File: src/rtl/eth_dma_packer_pkg.sv
// Shared types and trailer field layout for eth_dma_packer.
// Optional timestamp feature: ETH_DMA_PACKER_TIMESTAMP_EN (see eth_dma_packer.sv).
package eth_dma_packer_pkg;

  typedef enum logic [2:0] {
    S_IDLE    = 3'd0,
    S_DATA    = 3'd1,
    S_FLUSH   = 3'd2,
    S_TRAILER = 3'd3,
    S_DISCARD = 3'd4
  } state_t;

  localparam int DMA_BYTES = 16;
  localparam int DMA_W     = DMA_BYTES * 8;

  localparam int CNT_LSB   = 0;
  localparam int CH_LSB    = 16;
  localparam int ERR_BIT   = 24;
  localparam int TRUNC_BIT = 25;
  localparam int TS_LSB    = 64;

  function automatic logic [DMA_W-1:0] make_trailer(
    input logic [15:0] cnt,
    input logic [2:0]  ch,
    input logic        err,
    input logic        trunc,
    input logic [63:0] ts
  );
    logic [DMA_W-1:0] t;
    t = '0;
    t[CNT_LSB +: 16] = cnt;
    t[CH_LSB +: 3]   = ch;
    t[ERR_BIT]       = err;
    t[TRUNC_BIT]     = trunc;
    t[TS_LSB +: 64]  = ts;
    return t;
  endfunction

endpackage

File: src/rtl/eth_dma_packer_rr_arbiter.sv
// Round-robin frame arbiter: scans from last grant + 1 and remembers the winner
// when the caller strobes load.
module rr_arbiter #(
  parameter int N = 4,
  localparam int IW = (N > 1) ? $clog2(N) : 1
) (
  input  logic          clk,
  input  logic          rst_n,
  input  logic [N-1:0]  req,
  input  logic          load,
  output logic [IW-1:0] grant,
  output logic          grant_valid
);

  logic [IW-1:0] last;
  logic [IW-1:0] cand;
  int            idx;

  always_comb begin
    grant       = last;
    grant_valid = 1'b0;
    idx         = 0;
    cand        = '0;
    for (int i = 1; i <= N; i++) begin
      idx = int'(last) + i;
      if (idx >= N) idx = idx - N;
      cand = IW'(idx);
      if (!grant_valid && req[cand]) begin
        grant       = cand;
        grant_valid = 1'b1;
      end
    end
  end

  // Reset to the top channel so channel 0 wins the first scan.
  always_ff @(posedge clk) begin
    if (!rst_n) begin
      last <= IW'(N - 1);
    end else if (load && grant_valid) begin
      last <= grant;
    end
  end

endmodule

File: src/rtl/eth_dma_packer.sv
// Multi-channel 8-bit to 128-bit frame packer with a per-frame trailer beat.
// Define ETH_DMA_PACKER_TIMESTAMP_EN to carry a capture timestamp in trailer [127:64].
module eth_dma_packer
  import eth_dma_packer_pkg::*;
#(
  parameter int NUM_CHANNELS    = 4,
  parameter int MAX_FRAME_BYTES = 2048
) (
  input  logic                      clk,
  input  logic                      rst_n,
  input  logic [8*NUM_CHANNELS-1:0] s_axis_eth_tdata,
  input  logic [NUM_CHANNELS-1:0]   s_axis_eth_tuser,
  input  logic [NUM_CHANNELS-1:0]   s_axis_eth_tlast,
  input  logic [NUM_CHANNELS-1:0]   s_axis_eth_tvalid,
  output logic [NUM_CHANNELS-1:0]   s_axis_eth_tready,
  output logic [DMA_W-1:0]          m_axis_dma_tdata,
  output logic                      m_axis_dma_tlast,
  output logic                      m_axis_dma_tvalid,
  input  logic                      m_axis_dma_tready,
  output logic [2:0]                dbg_state
);

  // Handshakes: a transfer happens on a rising edge where valid and ready are
  // both high; valid never waits on ready, and held data is stable while stalled.

  localparam int IW = (NUM_CHANNELS > 1) ? $clog2(NUM_CHANNELS) : 1;

  state_t          state, state_nxt;
  logic [IW-1:0]   ch;
  logic [IW-1:0]   arb_grant;
  logic            arb_valid;
  logic [3:0]      byte_idx;
  logic [15:0]     byte_cnt;
  logic            err, trunc, last_seen;
  logic [DMA_W-1:0] acc;
  logic [DMA_W-1:0] out_data;
  logic [63:0]     ts_val;

  logic            out_free, byte_ready, accept, cnt_hit;
  logic            load_grant, load_beat, load_flush, load_trailer;
  logic            sel_valid, sel_last, sel_user;
  logic [7:0]      sel_data;

  rr_arbiter #(.N(NUM_CHANNELS)) u_arb (
    .clk         (clk),
    .rst_n       (rst_n),
    .req         (s_axis_eth_tvalid),
    .load        (load_grant),
    .grant       (arb_grant),
    .grant_valid (arb_valid)
  );

  always_comb begin
    sel_valid = 1'b0;
    sel_last  = 1'b0;
    sel_user  = 1'b0;
    sel_data  = '0;
    for (int i = 0; i < NUM_CHANNELS; i++) begin
      if (ch == IW'(i)) begin
        sel_valid = s_axis_eth_tvalid[i];
        sel_last  = s_axis_eth_tlast[i];
        sel_user  = s_axis_eth_tuser[i];
        sel_data  = s_axis_eth_tdata[8*i +: 8];
      end
    end
  end

  assign out_free = !m_axis_dma_tvalid || m_axis_dma_tready;
  assign cnt_hit  = (byte_cnt == 16'(MAX_FRAME_BYTES - 1));
  assign dbg_state = state;

  always_ff @(posedge clk) begin
    if (!rst_n) state <= S_IDLE;
    else        state <= state_nxt;
  end

  always_comb begin
    state_nxt    = state;
    load_grant   = 1'b0;
    byte_ready   = 1'b0;
    accept       = 1'b0;
    load_beat    = 1'b0;
    load_flush   = 1'b0;
    load_trailer = 1'b0;
    case (state)
      S_IDLE: begin
        if (arb_valid) begin
          load_grant = 1'b1;
          state_nxt  = S_DATA;
        end
      end
      S_DATA: begin
        // Only the beat-completing byte depends on the output register.
        byte_ready = (byte_idx != 4'd15) || out_free;
        accept     = byte_ready && sel_valid;
        load_beat  = accept && (byte_idx == 4'd15);
        if (accept && (sel_last || cnt_hit)) begin
          state_nxt = (byte_idx == 4'd15) ? S_TRAILER : S_FLUSH;
        end
      end
      S_FLUSH: begin
        if (out_free) begin
          load_flush = 1'b1;
          state_nxt  = S_TRAILER;
        end
      end
      S_TRAILER: begin
        if (out_free) begin
          load_trailer = 1'b1;
          state_nxt    = (trunc && !last_seen) ? S_DISCARD : S_IDLE;
        end
      end
      S_DISCARD: begin
        byte_ready = 1'b1;
        accept     = sel_valid;
        if (sel_valid && sel_last) state_nxt = S_IDLE;
      end
      default: state_nxt = S_IDLE;
    endcase
  end

  always_comb begin
    s_axis_eth_tready = '0;
    for (int i = 0; i < NUM_CHANNELS; i++) begin
      s_axis_eth_tready[i] = byte_ready && (ch == IW'(i));
    end
  end

  // The accumulator is cleared at grant and after every full beat, so a
  // flushed partial beat already has its unused upper bytes at zero.
  always_ff @(posedge clk) begin
    if (!rst_n) begin
      ch        <= '0;
      byte_idx  <= '0;
      byte_cnt  <= '0;
      err       <= 1'b0;
      trunc     <= 1'b0;
      last_seen <= 1'b0;
      acc       <= '0;
    end else begin
      if (load_grant) begin
        ch        <= arb_grant;
        byte_idx  <= '0;
        byte_cnt  <= '0;
        err       <= 1'b0;
        trunc     <= 1'b0;
        last_seen <= 1'b0;
        acc       <= '0;
      end
      if (state == S_DATA && accept) begin
        byte_cnt <= byte_cnt + 16'd1;
        err      <= err | sel_user;
        if (byte_idx == 4'd15) begin
          acc      <= '0;
          byte_idx <= '0;
        end else begin
          acc[8*byte_idx +: 8] <= sel_data;
          byte_idx             <= byte_idx + 4'd1;
        end
        if (sel_last)     last_seen <= 1'b1;
        else if (cnt_hit) trunc     <= 1'b1;
      end
    end
  end

  always_comb begin
    if (load_trailer)    out_data = make_trailer(byte_cnt, 3'(ch), err, trunc, ts_val);
    else if (load_flush) out_data = acc;
    else                 out_data = {sel_data, acc[DMA_W-9:0]};
  end

  always_ff @(posedge clk) begin
    if (!rst_n) begin
      m_axis_dma_tvalid <= 1'b0;
      m_axis_dma_tdata  <= '0;
      m_axis_dma_tlast  <= 1'b0;
    end else if (load_beat || load_flush || load_trailer) begin
      m_axis_dma_tvalid <= 1'b1;
      m_axis_dma_tdata  <= out_data;
      m_axis_dma_tlast  <= load_trailer;
    end else if (m_axis_dma_tready) begin
      m_axis_dma_tvalid <= 1'b0;
    end
  end

`ifdef ETH_DMA_PACKER_TIMESTAMP_EN
  logic [63:0] ts_cnt, ts_cap;

  always_ff @(posedge clk) begin
    if (!rst_n) begin
      ts_cnt <= '0;
      ts_cap <= '0;
    end else begin
      ts_cnt <= ts_cnt + 64'd1;
      if (state == S_DATA && accept && byte_cnt == 16'd0) ts_cap <= ts_cnt;
    end
  end

  assign ts_val = ts_cap;
`else
  assign ts_val = '0;
`endif

endmodule

File: config.mk
export PLATFORM = sky130hd
export DESIGN_NAME = eth_dma_packer
export DESIGN_NICKNAME = d
export VERILOG_FILES = /design/src/rtl/eth_dma_packer_pkg.sv /design/src/rtl/eth_dma_packer_rr_arbiter.sv /design/src/rtl/eth_dma_packer.sv
export SDC_FILE = /design/constraint.sdc
export NUM_CORES = 1
export LEC_CHECK = 0
export BUFFER_PORTS_ARGS = -buffer_cell sky130_fd_sc_hd__buf_2
export CELL_PAD_IN_SITES_DETAIL_PLACEMENT = 2
export CELL_PAD_IN_SITES_GLOBAL_PLACEMENT = 2
export CORE_MARGIN = 5
export CORE_UTILIZATION = 33
export DETAILED_ROUTE_END_ITERATION = 10
export PLACE_DENSITY = 0.89
export SYNTH_ARGS = -nofsm -noshare
export SYNTH_HDL_FRONTEND = slang
export SYNTH_HIERARCHICAL = 1
export SYNTH_SLANG_ARGS = --single-unit
File: constraint.sdc
create_clock -name clk -period 3.7 [get_ports clk]
set_clock_uncertainty 0.2 [all_clocks]
set_input_delay 0.37 -clock clk [delete_from_list [all_inputs] [get_ports clk]]
set_output_delay 0.37 -clock clk [all_outputs]
set_load 0.02 [all_outputs]
* Word-level counts from Yosys, hierarchy flattened
Index checks and enable logic that the tools add are counted.
Storage, ports and cells: register bits after elaboration 288, output and inout bits 137
Cells by class: add/subtract/negate cells 11, magnitude comparators 8, equal/unequal tests 15, shifts and indexed selects 2, muxes and demuxes 75, bitwise logic cells 1, reduce and logical (&&, ||, !) cells 29
Operators with widths (count):
- $mux 128 | 6
- $bwmux 128 | 1
- $shift 8x34->128 const A | 1
- $shiftx 8x34->128 | 1
- $mux 1 | 38
- $neg 7->34 | 1
- $mux 16 | 2
- $mux 8 | 4
- $mux 3 | 6
- $add 16x1->16 const B | 1
- $eq 16x11->1 const B | 1
- $mux 2 | 8
- $pmux 3 s5 | 1
- $logic_and 1x1->1 | 14
- $lt 2x3->1 const B | 4
- $mux 4 | 3
- $ge 3x3->1 const B | 3
- $bmux 1 s2 | 4
- $ne 2x2->1 const B | 4
- $sub 2x1->2 const B | 4
- $add 2x2->3 const B | 2
- $eq 3x2->1 const B | 2
- $logic_not 1->1 | 5
- $logic_or 1x1->1 | 5
- other kinds (17) | 20

* Depth between registers and ports, before layout
word-level depth 22, mapped depth 10, gate-level depth less buffers 8

* Cells and area by module
Netlist, hierarchy kept.
By module, submodules not included:
- eth_dma_packer | instances 1, cells an instance 1333, area each 11190.7 µm², seq. area each 5725.5 µm²
- rr_arbiter | instances 1, cells an instance 24, area each 182.7 µm², seq. area each 40.0 µm²

* Least setup slack after synthesis
Ideal clock, no wire load.
path kind register to register, start point register byte_idx[0], end point register acc[54], arrival 2.357 ns, setup slack 1.073 ns, stages on the path, launching flop included 11, buffers on the path 3, clock period less this slack 2.627 ns, cell sequence dfxtp_1 -> clkbuf_1 -> inv_1 -> ha_1 -> nor2b_1 -> a21oi_1 -> clkbuf_1 -> nand3b_1 -> clkbuf_1 -> nand3_1 -> o21ai_1
Between the ends: word-level cells in the longest chain between the ends 6, elaborated cells between the ends (all ways) 12, classes of those cells add/sub (1); eq/ne (2); shift (2); mux (4); reduce/logical (3)
RTL lines:
- from (decl) | RTL line eth_dma_packer.sv:32 | logic [3:0] byte_idx;
- from (signal assigned) | RTL line eth_dma_packer.sv:158 | byte_idx <= byte_idx + 4'd1;
- branches (longest 5 deep; another with $neg 7->34)
- $mux 128 (*) | RTL line eth_dma_packer.sv:150 | if (state == S_DATA && accept) begin
- to (signal, indexed assignment) | RTL line eth_dma_packer.sv:157 | acc[8*byte_idx +: 8] <= sel_data;
- to (decl) | RTL line eth_dma_packer.sv:35 | logic [DMA_W-1:0] acc;
Every way passes the cells marked *. A chain may end at the register's enable or synchronous reset.

* Worst setup path in the final report
start point register ch[0], end point register m_axis_dma_tdata[84]
Between the ends: word-level cells in the longest chain between the ends 10, elaborated cells between the ends (all ways) 13, classes of those cells eq/ne (3); mux (5); reduce/logical (5)
RTL lines:
- from (decl) | RTL line eth_dma_packer.sv:29 | logic [IW-1:0] ch;
- from (signal assigned) | RTL line eth_dma_packer.sv:142 | ch <= arb_grant;
- $logic_not 2->1 | RTL line eth_dma_packer.sv:59 | if (ch == IW'(i)) begin
- $mux 1 (3 in a row) | RTL line eth_dma_packer.sv:59
- $mux 1 (*) | RTL line eth_dma_packer.sv:59
- $logic_and 1x1->1 (*) | RTL line eth_dma_packer.sv:95 | accept = byte_ready && sel_valid;
- $logic_and 1x1->1 (*) | RTL line eth_dma_packer.sv:96 | load_beat = accept && (byte_idx == 4'd15);
- $mux 1 (*) | RTL line eth_dma_packer.sv:85 | case (state)
- $logic_or 1x1->1 (*) (2 in a row) | RTL line eth_dma_packer.sv:177 | end else if (load_beat || load_flush || load_trailer) begin
- to (signal assigned) | RTL line eth_dma_packer.sv:179 | m_axis_dma_tdata <= out_data;
- to (decl) | RTL line eth_dma_packer.sv:16 | output logic [DMA_W-1:0] m_axis_dma_tdata,
Every way passes the cells marked *; elsewhere a longest branch is shown, timed or not.

==> results.md <==
- Summed instance area of the synthesized netlist: 0.0114 sq mm
- Cell types occupying the most area after synthesis: sky130_fd_sc_hd__dfxtp_1 51%, sky130_fd_sc_hd__nand2_1 9.1%, sky130_fd_sc_hd__a21oi_1 6.7%, sky130_fd_sc_hd__nand3_1 3.6%, sky130_fd_sc_hd__nor2_1 3.5%
- Number of pins exceeding their max-slew limit in the final report: 0
- Buf+Inv Stages, Crit Path: 1
- Count of different cell masters after synthesis: a little under 60
- Rows: 68
- Critical Path Slowest Stage Cell: sky130_fd_sc_hd__a21oi_4
- Syn Inst Count: 1357
- Startpoint kind of the worst setup timing path: register
- Dominant delay contributor by cell family on the critical path: compound AO/OA/AOI/OAI gates
- Number of DRC markers in iteration 0: 566
- Final net count: about 1600
- Syn. warnings: 6
- H-tree depth: 1
- Antenna cells: 0
- Post-synth top flop: sky130_fd_sc_hd__dfxtp_1
- CP Data Arrival Time: 3.45 ns
- Clock period minus final worst setup slack: approximately 3.2 ns
- Worst path max stage delay: 0.83 ns
- Detailed Route WL: around 43 mm
- Half-perimeter wire length after detailed placement: 29.2 mm
- Number of buffers between clock root and the deepest sink: 3
- Setup crit end kind: register
- Detail Route Antenna Nets: 0
- Proportion of register bits with asynchronous set or reset after synthesis: 0%
- Area share of the largest cell type after synthesis: 50.7%
- CTS tree: done
- Post-Syn Nets: 1410
- # resized after CTS: 0
- Setup TNS: 0 ns
- Number of post-CTS setup repair buffers: 0
- Worst hold slack: 0.0684 ns
- Clock Sink Count: 288
- Final cell utilization of the core: 40.4%
- Highest ir drop seen on vdd: 367 uV
- Sequential cell area fraction in the yosys report: just over 50%
- Avg Vias per Cell: 5.41
- Count leader, synth: sky130_fd_sc_hd__dfxtp_1
- Count of input and output buffers: around 180
- Effective utilization at floorplan: around 33%
- Cell Chain, Critical Path: mux4_2, nand2_1, nor3_1, a21oi_4, buf_12, nand2_1, a21oi_1
- First-pass GRT wire length: 68.1 mm
- Synthesized area per cell: 8.38 sq um
- Count of pins on the block boundary: 184
- Endpoints failing setup: 0
- Via count: 10800
- Clock-pin slew of the registers on the worst-case setup and hold paths: 0.06 ns
- Area growth from synthesis to final layout: 21.7%
- Largest net degree at the start of global routing: 73
- Number of failing hold endpoints at the final stage: 0
- Cell count after placement: 1936
- Worst-path fanout max: 72
- Core region area: approximately 0.034 sq mm
- Yosys reg bits: 288
- Hold-fix buffers at CTS: 1
- Fin cells: 1992
- Cell taking the most area after synthesis: sky130_fd_sc_hd__dfxtp_1
- Initial DRT Pass Iterations: 5
- Clock share of power: about a third
- Global-route congestion overflow total: 0
- Relative slew margins: 28.2%
- Filler cells: a little under 4000
- Die outline height: between 150 and 200 um
- Post-detailed-route wirelength per cell: about 22 um
- Number of flops mapped to enable cells by yosys: 0
- Internal Power: 5.90 mW
- Weighted congestion reported at the end of routability-driven placement: 0.870
- Final worst path period share: 85.6%
- Maximum capacitance violations: 0
- Net Sw Frac: 36.9%
- Initial antenna violation count: 1
- Cell repeated most along the worst path: sky130_fd_sc_hd__nand2_1
- Horizontal extent of the die: 196 um
- Number of global-route vias before repair: 12000
- Required time of the critical path: 3.98 ns
- P per Cell Area: around 680 mW/mm^2
- Unrepaired setup endpoints after global routing: false
- Max Clk Rate: around 0.32 GHz
- Top post-synthesis cells by count: 288 x sky130_fd_sc_hd__dfxtp_1, 277 x sky130_fd_sc_hd__nand2_1, 152 x sky130_fd_sc_hd__a21oi_1
- Power share of the combinational group: 29.4%
- Root Buffer: sky130_fd_sc_hd__clkbuf_16
- Layout cells sized above 1: 19.1%
- Switching power summed over all nets: 3.45 mW
- Die ar.: 0.0383 sq mm
- Crit Path Category: reg2reg
- Worst-Margin Slew: 1.08 ns
- Share of power burned in registers: 36.2%
- Total routing usage reported by global routing: between 20 and 25%
- Result of the run: finished, final reports clean
- Post-detailed-route DRC marker count: 0
- Class of the most critical hold timing path: in2reg
- Leakage power figure: 5.30 nW
- Clock buffers created by TritonCTS: 31
- Clock insertion delay at the later pin of the skew report: 0.57 ns
## worst register-to-register path, stage by stage (launching register included)
cell and delay, ns:
sky130_fd_sc_hd__dfxtp_1 0.35, sky130_fd_sc_hd__mux4_2 0.59, sky130_fd_sc_hd__nand2_1 0.18, sky130_fd_sc_hd__nor3_1 0.14, sky130_fd_sc_hd__a21oi_4 0.83, sky130_fd_sc_hd__buf_12 0.42
sky130_fd_sc_hd__nand2_1 0.18, sky130_fd_sc_hd__a21oi_1 0.19
## worst paths after layout
kind	from	end	slack, ns	depth (start not counted)
worst min register to register	m_axis_dma_tdata[46]$_SDFFE_PN0P_	m_axis_dma_tdata[46]$_SDFFE_PN0P_	0.25	2
worst max register to register	ch[0]$_SDFFE_PN0P_	m_axis_dma_tdata[84]$_SDFFE_PN0P_	0.53	7
worst max-delay path	ch[0]$_SDFFE_PN0P_	m_axis_dma_tdata[84]$_SDFFE_PN0P_	0.53	7
worst min-delay path	s_axis_eth_tvalid[2]	u_arb/last[1]$_SDFFE_PN1P_	0.07	4
## kinds of logic (layout without fill, tap and decap cells)
kind of cell | count (synthesis) | in the layout | share of synthesized area, %
compound gates | 352 | 352 | 18.5
fa+ha+maj | 6 | 6 | 0.660
buf+inv | 106 | 286 | 3.92
flops | 288 | 288 | 50.7
mux | 37 | 37 | 3.67
simple gates | 568 | 568 | 22.6
## sequential cells by signal (all words and copies together), names as in the netlist
register           count
m_axis_dma_tdata     128
u_arb/last             2
trunc                  1
dbg_state              3
err                    1
m_axis_dma_tlast       1
byte_idx               4
m_axis_dma_tvalid      1
ch                     2
last_seen              1
acc                  128
byte_cnt              16
## routing by layer
| metal | GRT usage [%] | share of wire [%] |
|---|---|---|
| met1 | 27.0 | 43 |
| met4 | 5.84 | 2.4 |
| met5 | 0 | 0 |
| met3 | 2.47 | 3.2 |
| met2 | 39.9 | 51 |
## power by group through the flow
stage	registers, mW	clock network (mW)	logic [mW]
6_report	3.39	3.21	2.75
2_1_floorplan	3.58	0	1.53
4_1_cts	3.39	3.26	2.75
5_1_grt	3.41	3.37	2.95
3_3_place_gp	3.45	0	2.62
3_5_place_dp	3.46	0	2.72
## cell usage in the layout, fill, tap and decap left out, types with 5 or more instances in the layout
cell type                   instances
sky130_fd_sc_hd__nor3b_1           11
sky130_fd_sc_hd__clkbuf_16         31
sky130_fd_sc_hd__nand2_1          276
sky130_fd_sc_hd__mux2i_1           26
sky130_fd_sc_hd__ha_1               6
sky130_fd_sc_hd__nor2b_1            6
sky130_fd_sc_hd__o21ai_1           36
sky130_fd_sc_hd__a22o_1            18
sky130_fd_sc_hd__a211oi_1          30
sky130_fd_sc_hd__buf_4             28
sky130_fd_sc_hd__o22ai_1            8
sky130_fd_sc_hd__clkbuf_8           5
sky130_fd_sc_hd__nor3_1            23
sky130_fd_sc_hd__nand2b_1           7
sky130_fd_sc_hd__nand2_4            9
sky130_fd_sc_hd__clkbuf_1           9
sky130_fd_sc_hd__dfxtp_1          288
sky130_fd_sc_hd__nor2_1           106
sky130_fd_sc_hd__a21oi_1          151
sky130_fd_sc_hd__mux2_2             8
sky130_fd_sc_hd__clkinv_2           5
sky130_fd_sc_hd__and2_1             8
sky130_fd_sc_hd__o21ai_0           46
sky130_fd_sc_hd__a22oi_1           34
sky130_fd_sc_hd__o2bb2ai_1          8
sky130_fd_sc_hd__buf_2            183
sky130_fd_sc_hd__inv_1             14
sky130_fd_sc_hd__nand3_1           82
sky130_fd_sc_hd__and3_1             5
sky130_fd_sc_hd__nand4_1            7
## final cells by class
type / count / area (sq um) / share of cell area, %
Sequential cell: 288 / 5770 / 41.7
Multi-Input combinational cell: 963 / 5200 / 37.6
Timing Repair Buffer: 216 / 1220 / 8.79
Clock buffer: 45 / 878 / 6.35
Tap cell: 455 / 569 / 4.11
Clock inverter: 10 / 154 / 1.11
Inverter: 15 / 56.3 / 0.407
## stage by stage
step / power, mW / instance area [sq um] / setup slack, ns
final: 9.36 / 13800 / 0.531
after detailed placement: 6.19 / 12800 / 0.505
after floorplan: 5.10 / 11400 / 1.07
after global routing: 9.73 / 13800 / 0.356
after CTS: 9.41 / 13800 / 0.532
after global placement: 6.07 / 12800 / 0.663
Power figures use the tool's default switching activity.
